--- config.mk ---
export PLATFORM = sky130hd
export DESIGN_NAME = dataflow_deadlock_detector_flat
export DESIGN_NICKNAME = d
export VERILOG_FILES = /design/src/rtl/deadlock_mon_pkg.sv /design/src/rtl/dataflow_deadlock_detector_if.sv /design/src/rtl/dataflow_deadlock_detector_lsb_index_enc.sv /design/src/rtl/dataflow_deadlock_detector.sv /design/src/flat_wrapper.sv
export SDC_FILE = /design/constraint.sdc
export NUM_CORES = 1
export LEC_CHECK = 0
export BUFFER_PORTS_ARGS = -buffer_cell sky130_fd_sc_hd__buf_4
export CORE_ASPECT_RATIO = 0.75
export CORE_MARGIN = 2
export CORE_UTILIZATION = 45
export DETAILED_ROUTE_END_ITERATION = 6
export MAX_ROUTING_LAYER = met4
export PLACE_DENSITY = 0.72
export SLEW_MARGIN = 20
export SYNTH_ARGS = -nofsm -noshare
export SYNTH_HDL_FRONTEND = slang
export SYNTH_SLANG_ARGS = --single-unit
--- constraint.sdc ---
create_clock -name clock -period 2.5 [get_ports clock]
set_clock_uncertainty 0.05 [all_clocks]
set_input_delay 0.5 -clock clock [delete_from_list [all_inputs] [get_ports clock]]
set_output_delay 0.5 -clock clock [all_outputs]
set_load 0.02 [all_outputs]
--- src/rtl/deadlock_mon_pkg.sv ---
// Shared types, default sizing and width helpers for the dataflow deadlock monitor.
package deadlock_mon_pkg;

   typedef enum logic [1:0] {
      S_RUN   = 2'd0,
      S_CHECK = 2'd1,
      S_BLOCK = 2'd2
   } state_e;

   localparam int unsigned DEF_N_AXIS        = 2;
   localparam int unsigned DEF_N_IDLE        = 12;
   localparam int unsigned DEF_N_INST        = 9;
   localparam int unsigned DEF_STABLE_CYCLES = 8;
   localparam int unsigned DEF_CNT_W         = 8;

   function automatic int unsigned clog2(input int unsigned v);
      int unsigned r;
      r = 0;
      for (int i = 0; i < 32; i++) begin
         if ((64'd1 << i) < 64'(v)) r = 32'(i + 1);
      end
      return r;
   endfunction

   // Index buses need at least one bit even for a single instance.
   function automatic int unsigned idx_width(input int unsigned n);
      return (clog2(n) > 0) ? clog2(n) : 1;
   endfunction

endpackage

--- src/rtl/dataflow_deadlock_detector_if.sv ---
// Status vectors from the dataflow chain and the deadlock verdict/diagnostics back.
interface dataflow_deadlock_detector_if #(
   parameter int unsigned N_AXIS = deadlock_mon_pkg::DEF_N_AXIS,
   parameter int unsigned N_IDLE = deadlock_mon_pkg::DEF_N_IDLE,
   parameter int unsigned N_INST = deadlock_mon_pkg::DEF_N_INST,
   parameter int unsigned CNT_W  = deadlock_mon_pkg::DEF_CNT_W
);
   localparam int unsigned IDX_W = deadlock_mon_pkg::idx_width(N_INST);

   logic [N_AXIS-1:0] axis_block_sigs;
   logic [N_IDLE-1:0] inst_idle_sigs;
   logic [N_INST-1:0] inst_block_sigs;
   logic              block;
   logic              block_sticky;
   logic [N_INST-1:0] block_mask;
   logic [IDX_W-1:0]  first_idx;
   logic [CNT_W-1:0]  event_count;

   modport master (
      output axis_block_sigs, inst_idle_sigs, inst_block_sigs,
      input  block, block_sticky, block_mask, first_idx, event_count
   );

   modport slave (
      input  axis_block_sigs, inst_idle_sigs, inst_block_sigs,
      output block, block_sticky, block_mask, first_idx, event_count
   );
endinterface

--- src/rtl/dataflow_deadlock_detector_lsb_index_enc.sv ---
// Combinational lowest-set-bit encoder with a valid flag.
module lsb_index_enc #(
   parameter int unsigned N  = 9,
   parameter int unsigned IW = 4
) (
   input  logic [N-1:0]  vec,
   output logic [IW-1:0] idx,
   output logic          valid
);
   // Scan from the top so the lowest set bit wins the last assignment.
   always_comb begin
      idx   = '0;
      valid = |vec;
      for (int i = int'(N) - 1; i >= 0; i--) begin
         if (vec[i]) idx = IW'(i);
      end
   end
endmodule

--- src/rtl/dataflow_deadlock_detector.sv ---
// Declares a kernel deadlock once all-internal blocking persists, and latches which instances were stuck.
module dataflow_deadlock_detector
   import deadlock_mon_pkg::*;
#(
   parameter int unsigned N_AXIS        = DEF_N_AXIS,
   parameter int unsigned N_IDLE        = DEF_N_IDLE,
   parameter int unsigned N_INST        = DEF_N_INST,
   parameter int unsigned STABLE_CYCLES = DEF_STABLE_CYCLES,
   parameter int unsigned CNT_W         = DEF_CNT_W
) (
   input logic                        clock,
   input logic                        reset,
   dataflow_deadlock_detector_if.slave bus
);
   localparam int unsigned CNT_BITS = clog2(STABLE_CYCLES + 1);
   localparam int unsigned IDX_W    = idx_width(N_INST);

   logic [N_INST-1:0] act;
   logic [N_INST-1:0] stalled;
   logic              all_stuck;
   logic              cand;

   // External stalls on any AXIS port rule out a deadlock verdict.
   assign act       = ~bus.inst_idle_sigs[N_INST-1:0];
   assign stalled   = bus.inst_block_sigs & act;
   assign all_stuck = &(bus.inst_block_sigs | bus.inst_idle_sigs[N_INST-1:0]);
   assign cand      = (|stalled) & all_stuck & ~(|bus.axis_block_sigs);

   generate
      if (N_IDLE > N_INST) begin : g_proc_idle
         logic proc_idle_unused;
         assign proc_idle_unused = ^bus.inst_idle_sigs[N_IDLE-1:N_INST];
      end
   endgenerate

   state_e              state, state_nx;
   logic [CNT_BITS-1:0] cnt, cnt_nx;
   logic                declare;

   always_ff @(posedge clock) begin
      if (!reset) begin
         state <= S_RUN;
         cnt   <= '0;
      end else begin
         state <= state_nx;
         cnt   <= cnt_nx;
      end
   end

   always_comb begin
      state_nx = state;
      cnt_nx   = cnt;
      declare  = 1'b0;
      case (state)
         S_RUN: begin
            cnt_nx = '0;
            if (cand) begin
               if (STABLE_CYCLES == 1) begin
                  state_nx = S_BLOCK;
                  declare  = 1'b1;
               end else begin
                  state_nx = S_CHECK;
                  cnt_nx   = CNT_BITS'(1);
               end
            end
         end
         S_CHECK: begin
            if (!cand) begin
               state_nx = S_RUN;
               cnt_nx   = '0;
            end else if (cnt == CNT_BITS'(STABLE_CYCLES - 1)) begin
               state_nx = S_BLOCK;
               cnt_nx   = '0;
               declare  = 1'b1;
            end else begin
               cnt_nx = cnt + CNT_BITS'(1);
            end
         end
         S_BLOCK: begin
            cnt_nx = '0;
            if (!cand) state_nx = S_RUN;
         end
         default: begin
            state_nx = S_RUN;
            cnt_nx   = '0;
         end
      endcase
   end

   logic [IDX_W-1:0] enc_idx;
   logic             enc_valid;

   lsb_index_enc #(
      .N  (N_INST),
      .IW (IDX_W)
   ) u_lsb_enc (
      .vec   (stalled),
      .idx   (enc_idx),
      .valid (enc_valid)
   );

   logic              block_q;
   logic              sticky_q;
   logic [N_INST-1:0] mask_q;
   logic [IDX_W-1:0]  first_q;
   logic [CNT_W-1:0]  count_q;

   // Diagnostics are captured only on the edge that enters S_BLOCK.
   always_ff @(posedge clock) begin
      if (!reset) begin
         block_q  <= 1'b0;
         sticky_q <= 1'b0;
         mask_q   <= '0;
         first_q  <= '0;
         count_q  <= '0;
      end else begin
         block_q <= (state_nx == S_BLOCK);
         if (declare) begin
            sticky_q <= 1'b1;
            mask_q   <= stalled;
            first_q  <= enc_valid ? enc_idx : '0;
            if (count_q != {CNT_W{1'b1}}) count_q <= count_q + CNT_W'(1);
         end
      end
   end

   assign bus.block        = block_q;
   assign bus.block_sticky = sticky_q;
   assign bus.block_mask   = mask_q;
   assign bus.first_idx    = first_q;
   assign bus.event_count  = count_q;

endmodule

--- src/flat_wrapper.sv ---
// flat-port wrapper written by rule: the top's interface ports become plain ports
module dataflow_deadlock_detector_flat import deadlock_mon_pkg::*;
#(
   parameter int unsigned N_AXIS        = DEF_N_AXIS,
   parameter int unsigned N_IDLE        = DEF_N_IDLE,
   parameter int unsigned N_INST        = DEF_N_INST,
   parameter int unsigned STABLE_CYCLES = DEF_STABLE_CYCLES,
   parameter int unsigned CNT_W         = DEF_CNT_W
)
  (clock, reset, bus_axis_block_sigs, bus_inst_idle_sigs, bus_inst_block_sigs, bus_block, bus_block_sticky, bus_block_mask, bus_first_idx, bus_event_count);
  dataflow_deadlock_detector_if #(.N_AXIS(N_AXIS), .N_IDLE(N_IDLE), .N_INST(N_INST), .CNT_W(CNT_W)) bus_i ();
  input logic clock;
  input logic reset;
  input wire logic [$bits(bus_i.axis_block_sigs)-1:0] bus_axis_block_sigs;
  input wire logic [$bits(bus_i.inst_idle_sigs)-1:0] bus_inst_idle_sigs;
  input wire logic [$bits(bus_i.inst_block_sigs)-1:0] bus_inst_block_sigs;
  output wire logic [$bits(bus_i.block)-1:0] bus_block;
  output wire logic [$bits(bus_i.block_sticky)-1:0] bus_block_sticky;
  output wire logic [$bits(bus_i.block_mask)-1:0] bus_block_mask;
  output wire logic [$bits(bus_i.first_idx)-1:0] bus_first_idx;
  output wire logic [$bits(bus_i.event_count)-1:0] bus_event_count;
  assign bus_i.axis_block_sigs = bus_axis_block_sigs;
  assign bus_i.inst_idle_sigs = bus_inst_idle_sigs;
  assign bus_i.inst_block_sigs = bus_inst_block_sigs;
  assign bus_block = bus_i.block;
  assign bus_block_sticky = bus_i.block_sticky;
  assign bus_block_mask = bus_i.block_mask;
  assign bus_first_idx = bus_i.first_idx;
  assign bus_event_count = bus_i.event_count;
  dataflow_deadlock_detector #(.N_AXIS(N_AXIS), .N_IDLE(N_IDLE), .N_INST(N_INST), .STABLE_CYCLES(STABLE_CYCLES), .CNT_W(CNT_W)) u_core (.clock(clock), .reset(reset), .bus(bus_i));
endmodule
==> flow_summary.ini <==
[run_status]
status = finished clean

[routing]
vias = 1356
drcViolationCount = 0
first_pass_iters = 4
drt_wl_total_mm = 3.567
vias_per_cell = 5.490
detail-route-antenna-nets = 0
wl_per_cell_um = 14.44
drt-initial-drc-count = 106

[grt]
antenna_found_initial = 0
grt.total_usage = 0.2088
grt_max_degree = 23
grt_pass1_vias = 1229
grt.overflow.total = 0
grt_first_pass_wirelength_mm = 5.747

[clock_tree]
clock-sinks = 29
cts_hold_buf = 0
clock_path_buffers = 2
clockRootBuffer = clkbuf_8
cts_buffers = 5
post_cts_resized = 0
htreeDepth = 2
cts_tree = built
clock_latency_ns = 0.29
clk_pin_slew_worst_paths_ns = 0.06
post-cts-setup-buffers = 0

[timing]
fin_setup_tns_ns = 0
setup_viol = 0
tightest_slew_ns = 0.5093
fin_crit_sh = 0.8879
hold_viol = 0
fmax_mhz = 450.5
fin_crit_ns = 2.220
rsz0062_at_grt = no
maxSlewHeadroom = 0.6584
slew_violations = 0

[placed_design]
place.port_buffers = 44
globalplace.congestion = 0.8285
placed_area_um2 = 1832
dp_hpwl_mm = 2.671

[synthesis]
synth.area.top_cells = dfxtp_1 40%, mux2i_1 8.2%, nor2_1 4.9%, nor2b_1 3.9%, a21oi_1 3.8%
ys_seq_area_frac = 0.3976
ys_types = 40
syn-num-nets = 185
synth_edf_count = 0
ys_seq_elements = 29
yosys_warnings = 0
synth_cells = 158
synthAdderAreaFrac = 0.01714
synth_top_area_cell = dfxtp_1
synth.area.mux_share = 0.08226
yosys.area_share.simple = 0.2965
synth_most_common_cell = dfxtp_1
synth_compound_area_frac = 0.1517
synthArstFlopShare = 0
syn_avg_cell_area_um2 = 9.241
netlist.area_leader.share = 0.3976
netlist_area_um2 = 1460
ys.flop_type = dfxtp_1
synth_xor_area_frac = 0.005998
synthTopCellsByCount = 29 x dfxtp_1, 19 x nor2_1, 12 x mux2i_1, 12 x nand2_1, 11 x a21oi_1
synth_top_family_by_area = simple AND/OR/NAND/NOR gates

[pwr]
power.density_nw_per_um2 = 486.7
ir_drop_mv = 0.4183
cellLeakagePower_uw = 0.0008192

[floorplanning]
ios = 48
core_um2 = 3020
die_area_um2 = 3721
die_w_um = 69.78
initial_utilization = 0.4834
row_count = 17
fp.dieH_um = 53.33

[layout]
register_area_um2 = 580.6
diodes = 0
fill_cells = 275
fin_area_um2 = 1914
drive_above_1_share = 0.3014
area_growth_pct = 31.11
final_nets = 235
multi_input_area_um2 = 808.3

[job]
drv_cap = 0

[critical_path]
critical_path.max_fanout = 22
cp.required_ns = 2.66
critPathCaptureType = register
path_class = reg2reg
arrival_ns = 2.38
startpoint_type = register

[hold_path]
hold_class = reg2reg
==> path summary, 6_finish.rpt <==
| kind | from | end | slack, ns | depth (start not counted) |
|---|---|---|---|---|
| min | u_core.bus.block_sticky$_SDFFE_PN0P_ | u_core.bus.block_sticky$_SDFFE_PN0P_ | 0.41 | 2 |
| max reg2reg | u_core.cnt[0]$_SDFF_PN0_ | u_core.bus.event_count[3]$_SDFFE_PN0P_ | 0.28 | 7 |
| max | u_core.cnt[0]$_SDFF_PN0_ | u_core.bus.event_count[3]$_SDFFE_PN0P_ | 0.28 | 7 |
| min reg2reg | u_core.bus.block_sticky$_SDFFE_PN0P_ | u_core.bus.block_sticky$_SDFFE_PN0P_ | 0.41 | 2 |
==> cells in the final DEF (no fill, tap or decap), types with 4 or more instances in the layout <==
cell type   n
a21oi_1    11
and3_1      4
buf_4      47
clkbuf_8    5
dfxtp_1    29
inv_1       5
mux2i_1    12
nand2_1    12
nand3_1     4
nor2_1     19
nor2b_1     9
o22ai_1     5
or3_1       5
==> routing by layer <==
layer  vias to the layer above  GRT usage  wire length (um)
met2                        35     0.3349              1689
met3                         6    0.05905               211
met4                         0     0.1154                55
met5                         -          -                 0
met1                       641     0.2414              1611
li1                        674          -                 -
==> per-stage QoR <==
| step | power (uW) | hold slack, ns | util | cells | setup WS, ns |
|---|---|---|---|---|---|
| floorplan | 516.7 | 0.3958 | - | 158 | 0.3633 |
| global placement | 557.7 | 0.3852 | 0.6065 | 239 | 0.1609 |
| detailed placement | 560.1 | 0.3984 | 0.6065 | 239 | 0.1345 |
| CTS | 942.6 | 0.4083 | 0.6338 | 247 | 0.2846 |
| global route | 971.0 | 0.4305 | 0.6338 | 247 | 0.1148 |
| finish | 931.7 | 0.4056 | 0.6338 | 247 | 0.2804 |
==> registers in the layout, summed over array words and instances (netlist names) <==
name	count
u_core.bus.first_idx	4
u_core.bus.block	1
u_core.bus.event_count	8
u_core.bus.block_mask	9
u_core.state	2
u_core.cnt	4
u_core.bus.block_sticky	1
==> worst max-delay path, cell delays in order, from the launching register on <==
cell	delay [ns]
dfxtp_1	0.37
ha_1	0.24
nand4b_1	0.22
nor4_4	0.36
o311ai_4	0.20
buf_12	0.20
or3_1	0.34
a21oi_1	0.15
==> cell families (layout without fill, tap and decap cells) <==
| group | after synthesis | count (layout) |
|---|---|---|
| xor+xnor | 1 | 1 |
| buf+inv | 11 | 62 |
| fa+ha+maj | 2 | 2 |
| flops | 29 | 29 |
| mux | 12 | 12 |
| compound gates | 31 | 31 |
| simple gates | 72 | 72 |
==> final cells by class <==
| class | count | area share |
|---|---|---|
| multi-input combinational | 118 | 0.4222 |
| sequential | 29 | 0.3033 |
| timing repair buffer | 48 | 0.1948 |
| clock buffer | 6 | 0.03791 |
| tap | 38 | 0.02484 |
| inverter | 6 | 0.01176 |
| clock inverter | 2 | 0.005229 |
==> power breakdown <==
group          internal (uW)  leakage [uW]  total, uW  switching, uW
Clock                    192     0.0000450        381            188
Sequential               462      0.000233        463          0.293
Combinational           42.9      0.000541       88.4           45.5
(Power assumes the default switching activity.)
